$ cat config.mk
export PLATFORM = sky130hd
export DESIGN_NAME = fu_completion_arbiter_flat
export DESIGN_NICKNAME = d
export VERILOG_FILES = /design/src/rtl/fu_completion_arbiter_pkg.sv /design/src/rtl/fu_completion_arbiter_if.sv /design/src/rtl/fu_completion_arbiter_compl_fifo.sv /design/src/rtl/fu_completion_arbiter.sv /design/src/flat_wrapper.sv
export SDC_FILE = /design/constraint.sdc
export NUM_CORES = 1
export LEC_CHECK = 0
export CORE_UTILIZATION = 53
export DETAILED_ROUTE_END_ITERATION = 16
export PLACE_DENSITY = 0.83
export SYNTH_ARGS = -nofsm -noshare
export SYNTH_HDL_FRONTEND = slang
export SYNTH_SLANG_ARGS = --single-unit
$ cat constraint.sdc
create_clock -name clk -period 3.3 [get_ports clk]
set_clock_uncertainty 0.05 [all_clocks]
set_input_delay 0.33 -clock clk [delete_from_list [all_inputs] [get_ports clk]]
set_output_delay 0.33 -clock clk [all_outputs]
set_load 0.02 [all_outputs]
$ cat src/rtl/fu_completion_arbiter_pkg.sv
// Shared types and sizing for the FU completion path.
// The FU wrappers import the same FU_COUNT so both sides agree on the array widths.
package fu_completion_arbiter_pkg;

   localparam int unsigned INST_ID_BITS = 6;
   localparam int unsigned FU_COUNT     = 4;
   localparam int unsigned FIFO_DEPTH   = 4;

   localparam int unsigned FU_IDX_BITS  = (FU_COUNT > 1) ? $clog2(FU_COUNT) : 1;
   localparam int unsigned PTR_BITS     = $clog2(FIFO_DEPTH);
   localparam int unsigned CNT_BITS     = PTR_BITS + 1;

   typedef logic [FU_IDX_BITS-1:0] fu_idx_t;

   typedef struct packed {
      logic [INST_ID_BITS-1:0] inst_id;
   } compl_t;

   // Modulo-FU_COUNT index; correct even when FU_COUNT is not a power of two.
   function automatic fu_idx_t fu_wrap(input int unsigned idx);
      return fu_idx_t'(idx % FU_COUNT);
   endfunction

endpackage

$ cat src/rtl/fu_completion_arbiter_if.sv
// Completion bus between the FU wrappers, the arbiter and the ROB.
// slave = the arbiter; master = the FU wrappers / ROB environment.
interface fu_completion_arbiter_if;
   import fu_completion_arbiter_pkg::*;

   logic [FU_COUNT-1:0]                   fu_out_valid;
   logic [FU_COUNT-1:0][INST_ID_BITS-1:0] fu_out_inst_id;
   logic [FU_COUNT-1:0]                   fu_stall;
   logic                                  rob_complete_valid;
   logic [INST_ID_BITS-1:0]               rob_complete_inst_id;
   fu_idx_t                               rob_complete_fu;
   logic                                  rob_complete_ready;
   logic                                  overflow_err;

   modport slave (
      input  fu_out_valid,
      input  fu_out_inst_id,
      input  rob_complete_ready,
      output fu_stall,
      output rob_complete_valid,
      output rob_complete_inst_id,
      output rob_complete_fu,
      output overflow_err
   );

   modport master (
      output fu_out_valid,
      output fu_out_inst_id,
      output rob_complete_ready,
      input  fu_stall,
      input  rob_complete_valid,
      input  rob_complete_inst_id,
      input  rob_complete_fu,
      input  overflow_err
   );

endinterface

$ cat src/rtl/fu_completion_arbiter_compl_fifo.sv
// Per-FU synchronous completion FIFO with a registered almost-full flag used as issue stall.
// A push to a full FIFO is only accepted when a pop happens in the same cycle.
module fu_completion_arbiter_compl_fifo
   import fu_completion_arbiter_pkg::*;
(
   input  logic   clk,
   input  logic   rst,
   input  logic   push_i,
   input  compl_t push_data_i,
   input  logic   pop_i,
   output compl_t head_c,
   output logic   empty_c,
   output logic   full_c,
   output logic   almost_full_o
);

   compl_t                mem_q [FIFO_DEPTH];
   logic [PTR_BITS-1:0]   wr_ptr_q;
   logic [PTR_BITS-1:0]   rd_ptr_q;
   logic [CNT_BITS-1:0]   count_q;
   logic [CNT_BITS-1:0]   count_d;
   logic                  almost_full_q;
   logic                  do_push;
   logic                  do_pop;

   assign empty_c       = (count_q == '0);
   assign full_c        = (count_q == CNT_BITS'(FIFO_DEPTH));
   assign do_pop        = pop_i && !empty_c;
   assign do_push       = push_i && (!full_c || do_pop);
   assign head_c        = mem_q[rd_ptr_q];
   assign almost_full_o = almost_full_q;

   always_comb begin
      count_d = count_q;
      case ({do_push, do_pop})
         2'b10:   count_d = count_q + CNT_BITS'(1);
         2'b01:   count_d = count_q - CNT_BITS'(1);
         default: count_d = count_q;
      endcase
   end

   // Storage is not reset; validity is tracked by count/pointers only.
   always_ff @(posedge clk) begin
      if (do_push) begin
         mem_q[wr_ptr_q] <= push_data_i;
      end
   end

   always_ff @(posedge clk) begin
      if (rst) begin
         wr_ptr_q      <= '0;
         rd_ptr_q      <= '0;
         count_q       <= '0;
         almost_full_q <= 1'b0;
      end else begin
         if (do_push) begin
            wr_ptr_q <= wr_ptr_q + PTR_BITS'(1);
         end
         if (do_pop) begin
            rd_ptr_q <= rd_ptr_q + PTR_BITS'(1);
         end
         count_q       <= count_d;
         almost_full_q <= (count_d >= CNT_BITS'(FIFO_DEPTH - 1));
      end
   end

endmodule

$ cat src/rtl/fu_completion_arbiter.sv
// Buffers per-FU completion pulses and drains one per cycle to the ROB, round-robin across FUs.
// Output register holds steady under backpressure; overflow_err is sticky until reset.
module fu_completion_arbiter
   import fu_completion_arbiter_pkg::*;
(
   input  logic                     clk,
   input  logic                     rst,
   fu_completion_arbiter_if.slave   cmpl
);

   logic [FU_COUNT-1:0]     fifo_empty;
   logic [FU_COUNT-1:0]     fifo_full;
   logic [FU_COUNT-1:0]     fifo_af;
   logic [FU_COUNT-1:0]     fifo_pop;
   logic [FU_COUNT-1:0]     fifo_drop;
   compl_t                  fifo_head [FU_COUNT];

   fu_idx_t                 rr_q;
   fu_idx_t                 rr_d;
   logic                    valid_q;
   logic                    valid_d;
   logic [INST_ID_BITS-1:0] id_q;
   logic [INST_ID_BITS-1:0] id_d;
   fu_idx_t                 fu_q;
   fu_idx_t                 fu_d;
   logic                    err_q;
   logic                    err_d;

   fu_idx_t                 grant;
   fu_idx_t                 cand;
   logic                    grant_valid;
   logic                    load;

   for (genvar g = 0; g < FU_COUNT; g++) begin : g_fifo
      compl_t push_data;
      assign push_data.inst_id = cmpl.fu_out_inst_id[g];

      fu_completion_arbiter_compl_fifo u_fifo (
         .clk           (clk),
         .rst           (rst),
         .push_i        (cmpl.fu_out_valid[g]),
         .push_data_i   (push_data),
         .pop_i         (fifo_pop[g]),
         .head_c        (fifo_head[g]),
         .empty_c       (fifo_empty[g]),
         .full_c        (fifo_full[g]),
         .almost_full_o (fifo_af[g])
      );

      assign fifo_drop[g] = cmpl.fu_out_valid[g] && fifo_full[g] && !fifo_pop[g];
   end

   // First non-empty FIFO at or after the rr pointer, wrapping.
   always_comb begin
      grant_valid = 1'b0;
      grant       = rr_q;
      cand        = rr_q;
      for (int unsigned k = 0; k < FU_COUNT; k++) begin
         cand = fu_wrap(32'(rr_q) + k);
         if (!grant_valid && !fifo_empty[cand]) begin
            grant_valid = 1'b1;
            grant       = cand;
         end
      end
   end

   assign load = !valid_q || cmpl.rob_complete_ready;

   // Output register load, FIFO pop and rr advance all happen together on a load.
   always_comb begin
      valid_d  = valid_q;
      id_d     = id_q;
      fu_d     = fu_q;
      rr_d     = rr_q;
      fifo_pop = '0;
      err_d    = err_q || (|fifo_drop);
      if (load) begin
         valid_d = grant_valid;
         if (grant_valid) begin
            id_d           = fifo_head[grant].inst_id;
            fu_d           = grant;
            rr_d           = fu_wrap(32'(grant) + 32'd1);
            fifo_pop[grant] = 1'b1;
         end
      end
   end

   always_ff @(posedge clk) begin
      if (rst) begin
         rr_q    <= '0;
         valid_q <= 1'b0;
         id_q    <= '0;
         fu_q    <= '0;
         err_q   <= 1'b0;
      end else begin
         rr_q    <= rr_d;
         valid_q <= valid_d;
         id_q    <= id_d;
         fu_q    <= fu_d;
         err_q   <= err_d;
      end
   end

   assign cmpl.rob_complete_valid   = valid_q;
   assign cmpl.rob_complete_inst_id = id_q;
   assign cmpl.rob_complete_fu      = fu_q;
   assign cmpl.overflow_err         = err_q;
   assign cmpl.fu_stall             = fifo_af;

endmodule

$ cat src/flat_wrapper.sv
// flat-port wrapper written by rule: the top's interface ports become plain ports
module fu_completion_arbiter_flat import fu_completion_arbiter_pkg::*;
  (clk, rst, cmpl_fu_out_valid, cmpl_fu_out_inst_id, cmpl_rob_complete_ready, cmpl_fu_stall, cmpl_rob_complete_valid, cmpl_rob_complete_inst_id, cmpl_rob_complete_fu, cmpl_overflow_err);
  fu_completion_arbiter_if cmpl_i ();
  input  logic clk;
  input  logic rst;
  input wire logic [$bits(cmpl_i.fu_out_valid)-1:0] cmpl_fu_out_valid;
  input wire logic [$bits(cmpl_i.fu_out_inst_id)-1:0] cmpl_fu_out_inst_id;
  input wire logic [$bits(cmpl_i.rob_complete_ready)-1:0] cmpl_rob_complete_ready;
  output wire logic [$bits(cmpl_i.fu_stall)-1:0] cmpl_fu_stall;
  output wire logic [$bits(cmpl_i.rob_complete_valid)-1:0] cmpl_rob_complete_valid;
  output wire logic [$bits(cmpl_i.rob_complete_inst_id)-1:0] cmpl_rob_complete_inst_id;
  output wire logic [$bits(cmpl_i.rob_complete_fu)-1:0] cmpl_rob_complete_fu;
  output wire logic [$bits(cmpl_i.overflow_err)-1:0] cmpl_overflow_err;
  assign cmpl_i.fu_out_valid = cmpl_fu_out_valid;
  assign cmpl_i.fu_out_inst_id = cmpl_fu_out_inst_id;
  assign cmpl_i.rob_complete_ready = cmpl_rob_complete_ready;
  assign cmpl_fu_stall = cmpl_i.fu_stall;
  assign cmpl_rob_complete_valid = cmpl_i.rob_complete_valid;
  assign cmpl_rob_complete_inst_id = cmpl_i.rob_complete_inst_id;
  assign cmpl_rob_complete_fu = cmpl_i.rob_complete_fu;
  assign cmpl_overflow_err = cmpl_i.overflow_err;
  fu_completion_arbiter u_core (.clk(clk), .rst(rst), .cmpl(cmpl_i));
endmodule
==> flow_summary.ini <==
[logic_synthesis]
ys.flop_type = edfxtp_1
syn_area_mm2 = 0.00656
synth-async-reset-ratio_pct = 0
yosysWarnings = 0
synth_top_cell_by_area = edfxtp_1
synth.ff_latch_count = 148
synthCells = 490
synthesis.area_per_instance_um2 = 13.4
ys_seq_area_share_pct = 59.8
synth-edff-count = 96
synth.area.top_cells = edfxtp_1, dfxtp_1, mux4_2, ha_1, nor2_1
yosysTopAreaCellShare_pct = 44.0
synth_cell_type_count = 65
syn_nets = 542

[sta]
fin_crit_sh_pct = 95.8
slew_violations = 0
finalSetupViolCount = 0
tns_ns = 0
fmax_mhz = 316
worst_slew_pin_slew_ns = 0.602
slew_headroom_pct = 59.6
period_minus_slack_ns = 3.16
finalHoldViolCount = 0

[cts]
clockRootBuffer = clkbuf_16
cts_tree = built
htreeDepth = 4
insertion_delay_ns = 0.43
hold_buffers = 0
cts_buffers = 17
clk_pin_slew_ns = 0.06
clock_sinks = 148
clockBufferDepth = 2

[global_routing]
gr-usage-all-layers_pct = 21.8
antenna_found_initial = 0
grt_overflow = 0
grt_pass1_vias = 4123
grt_max_degree = 27
grt_pass1_wl_um = 20500

[run_status]
status = finished clean

[setup_path]
criticalPathCategory = reg2reg
crit_path_start_kind = flop
arrival_ns = 3.48
r2r_cells = 11
cp_slowest_cell = fa_1
crit_path_end_kind = flop
slowest_delay_ns = 0.45
crit_chain = or3_4 > a22oi_1 > o211a_2 > nor4_4 > buf_4 > ha_1 > fa_1 > xnor2_1 > or3_1 > a21oi_1 > a21o_1
required_ns = 3.62
crit_path_max_fanout = 9

[cells_and_area]
layout_commonest_cell = edfxtp_1
layout_common_cells = edfxtp_1, dfxtp_1, nor2_1, nand2_1, clkdlybuf4s50_1
fin_util_pct = 65.0
antenna_cells = 0
nets = 594
area_growth_pct = 19.5
drive_gt1_share_pct = 18.2

[floorplan]
dieWidth_um = 113
num_rows = 40
die_h_um = 113
start_util_pct = 54.4
ios = 45
core_mm2 = 0.0121
fp.dieArea_mm2 = 0.0128

[pwr]
leakage_nw = 2.77
ir_drop_uv = 501
pwr_density_cell_mw_per_mm2 = 983

[job]
maxCapViolations = 0

[drt]
routedWlPerCell_um = 17.8
via_count = 4111
ant_nets = 0
drt_iter0_drc = 336
wl_um = 12900
drc = 0
drtPass1Iterations = 5
viasPerCell = 5.69

[place]
dp_hpwl_um = 8690
numPortBuffers = 44
place.gp.congestion = 0.921

[hold_path]
hold_class = in2reg
whs_path_depth = 2
==> Yosys cell counts (all sizes together), types with 2 or more instances <==
cell type   n
edfxtp     96
o211a       2
buf        16
or2         2
nor2b       6
a21boi      2
nor3       10
or3         4
ha         17
xnor2      14
nor4b       2
a211oi      8
a311oi      2
mux2i       9
o31a        2
o31ai       3
o211ai      6
nand2b      7
a31oi       4
a21oi      19
o21a        2
clkbuf     12
nor4        7
nor2       44
mux4       24
nand3       5
nand2      43
nand4       3
o21ai       4
mux2        4
o2111ai     2
fa          4
a41oi       2
and2       16
a22oi       6
inv        14
dfxtp      52
xor2        5
==> sequential cells by signal (all words and copies together) (netlist names), named ones only <==
name	count
u_core.cmpl.overflow_err	1
u_core.g_fifo.u_fifo.count_q	12
u_core.g_fifo.u_fifo.mem_q	96
u_core.g_fifo.u_fifo.rd_ptr_q	8
u_core.cmpl.rob_complete_valid	1
u_core.rr_q	2
u_core.g_fifo.u_fifo.almost_full_o	4
u_core.g_fifo.u_fifo.wr_ptr_q	8
u_core.cmpl.rob_complete_inst_id	6
u_core.cmpl.rob_complete_fu	2
==> power by group <==
part	internal (mW)	switching, mW
clock	1.06	0.798
combinational	1.43	1.81
sequential	2.32	0.286
==> worst max-delay path, delay by kind of cell, from the launching register on <==
family / cells / cell delay [ns]
AOI/OAI and AO/OA: 4 / 0.89
xor gates and xnor gates: 1 / 0.14
adders and majority gates: 2 / 0.69
buffers and inverters: 1 / 0.17
DFF: 1 / 0.39
and+or+nand+nor: 3 / 0.79
==> per-layer routing <==
layer	share of wire [%]	up-vias	GRT usage, %
li1	-	1920	-
met2	51	135	36.0
met4	3.2	0	11.2
met5	0	-	0
met3	5.4	30	5.89
met1	41	2026	26.3
==> timing repair <==
action | in CTS | in global routing
endpoints found under the setup margin | 2 | 5
buffers inserted | 0 | 2
cloned | 0 | 0
gates resized for setup | 1 | 12
pin swaps | 0 | 2
==> metrics by stage <==
stage          total power, mW  hold WS, ns  instance area (um^2)  instances  setup WS (ns)
2_1_floorplan             4.84        0.379                  6560        490         0.0412
3_3_place_gp              5.49        0.425                  7180        689          0.188
3_5_place_dp              5.63        0.428                  7180        689          0.106
4_1_cts                   7.53        0.293                  7750        721         0.0843
5_1_grt                   8.13        0.316                  7840        723        -0.0246
6_report                  7.71        0.316                  7840        723          0.140
==> path summary, 6_finish.rpt <==
kind                                                         endpoint                           startpoint  slack, ns
worst max-delay path            u_core.g_fifo[2].u_fifo.almost_full_o   u_core.g_fifo[0].u_fifo.count_q[1]       0.14
worst min-delay path              u_core.g_fifo[3].u_fifo.wr_ptr_q[1]                                  rst       0.32
worst max register to register  u_core.g_fifo[2].u_fifo.almost_full_o   u_core.g_fifo[0].u_fifo.count_q[1]       0.14
worst min register to register    u_core.cmpl.rob_complete_inst_id[0]  u_core.cmpl.rob_complete_inst_id[0]       0.44
==> area by class of cell <==
class | instances | area (um^2)
timing repair buffer | 61 | 563
inverter | 14 | 52.6
fill | 840 | 4220
tap | 168 | 210
sequential | 148 | 3930
clock inverter | 15 | 145
clock buffer | 17 | 425
multi-input combinational | 300 | 2520
==> logic make-up after synthesis <==
group                      after synthesis  synth area share (%)
AOI/OAI and AO/OA                       72                  8.22
xor gates and xnor gates                19                  2.54
adders and majority gates               21                  4.46
buffers and inverters                   42                  2.96
DFF                                    148                  59.8
muxes                                   37                  10.3
and+or+nand+nor                        151                  11.7
(Power assumes the default switching activity.)
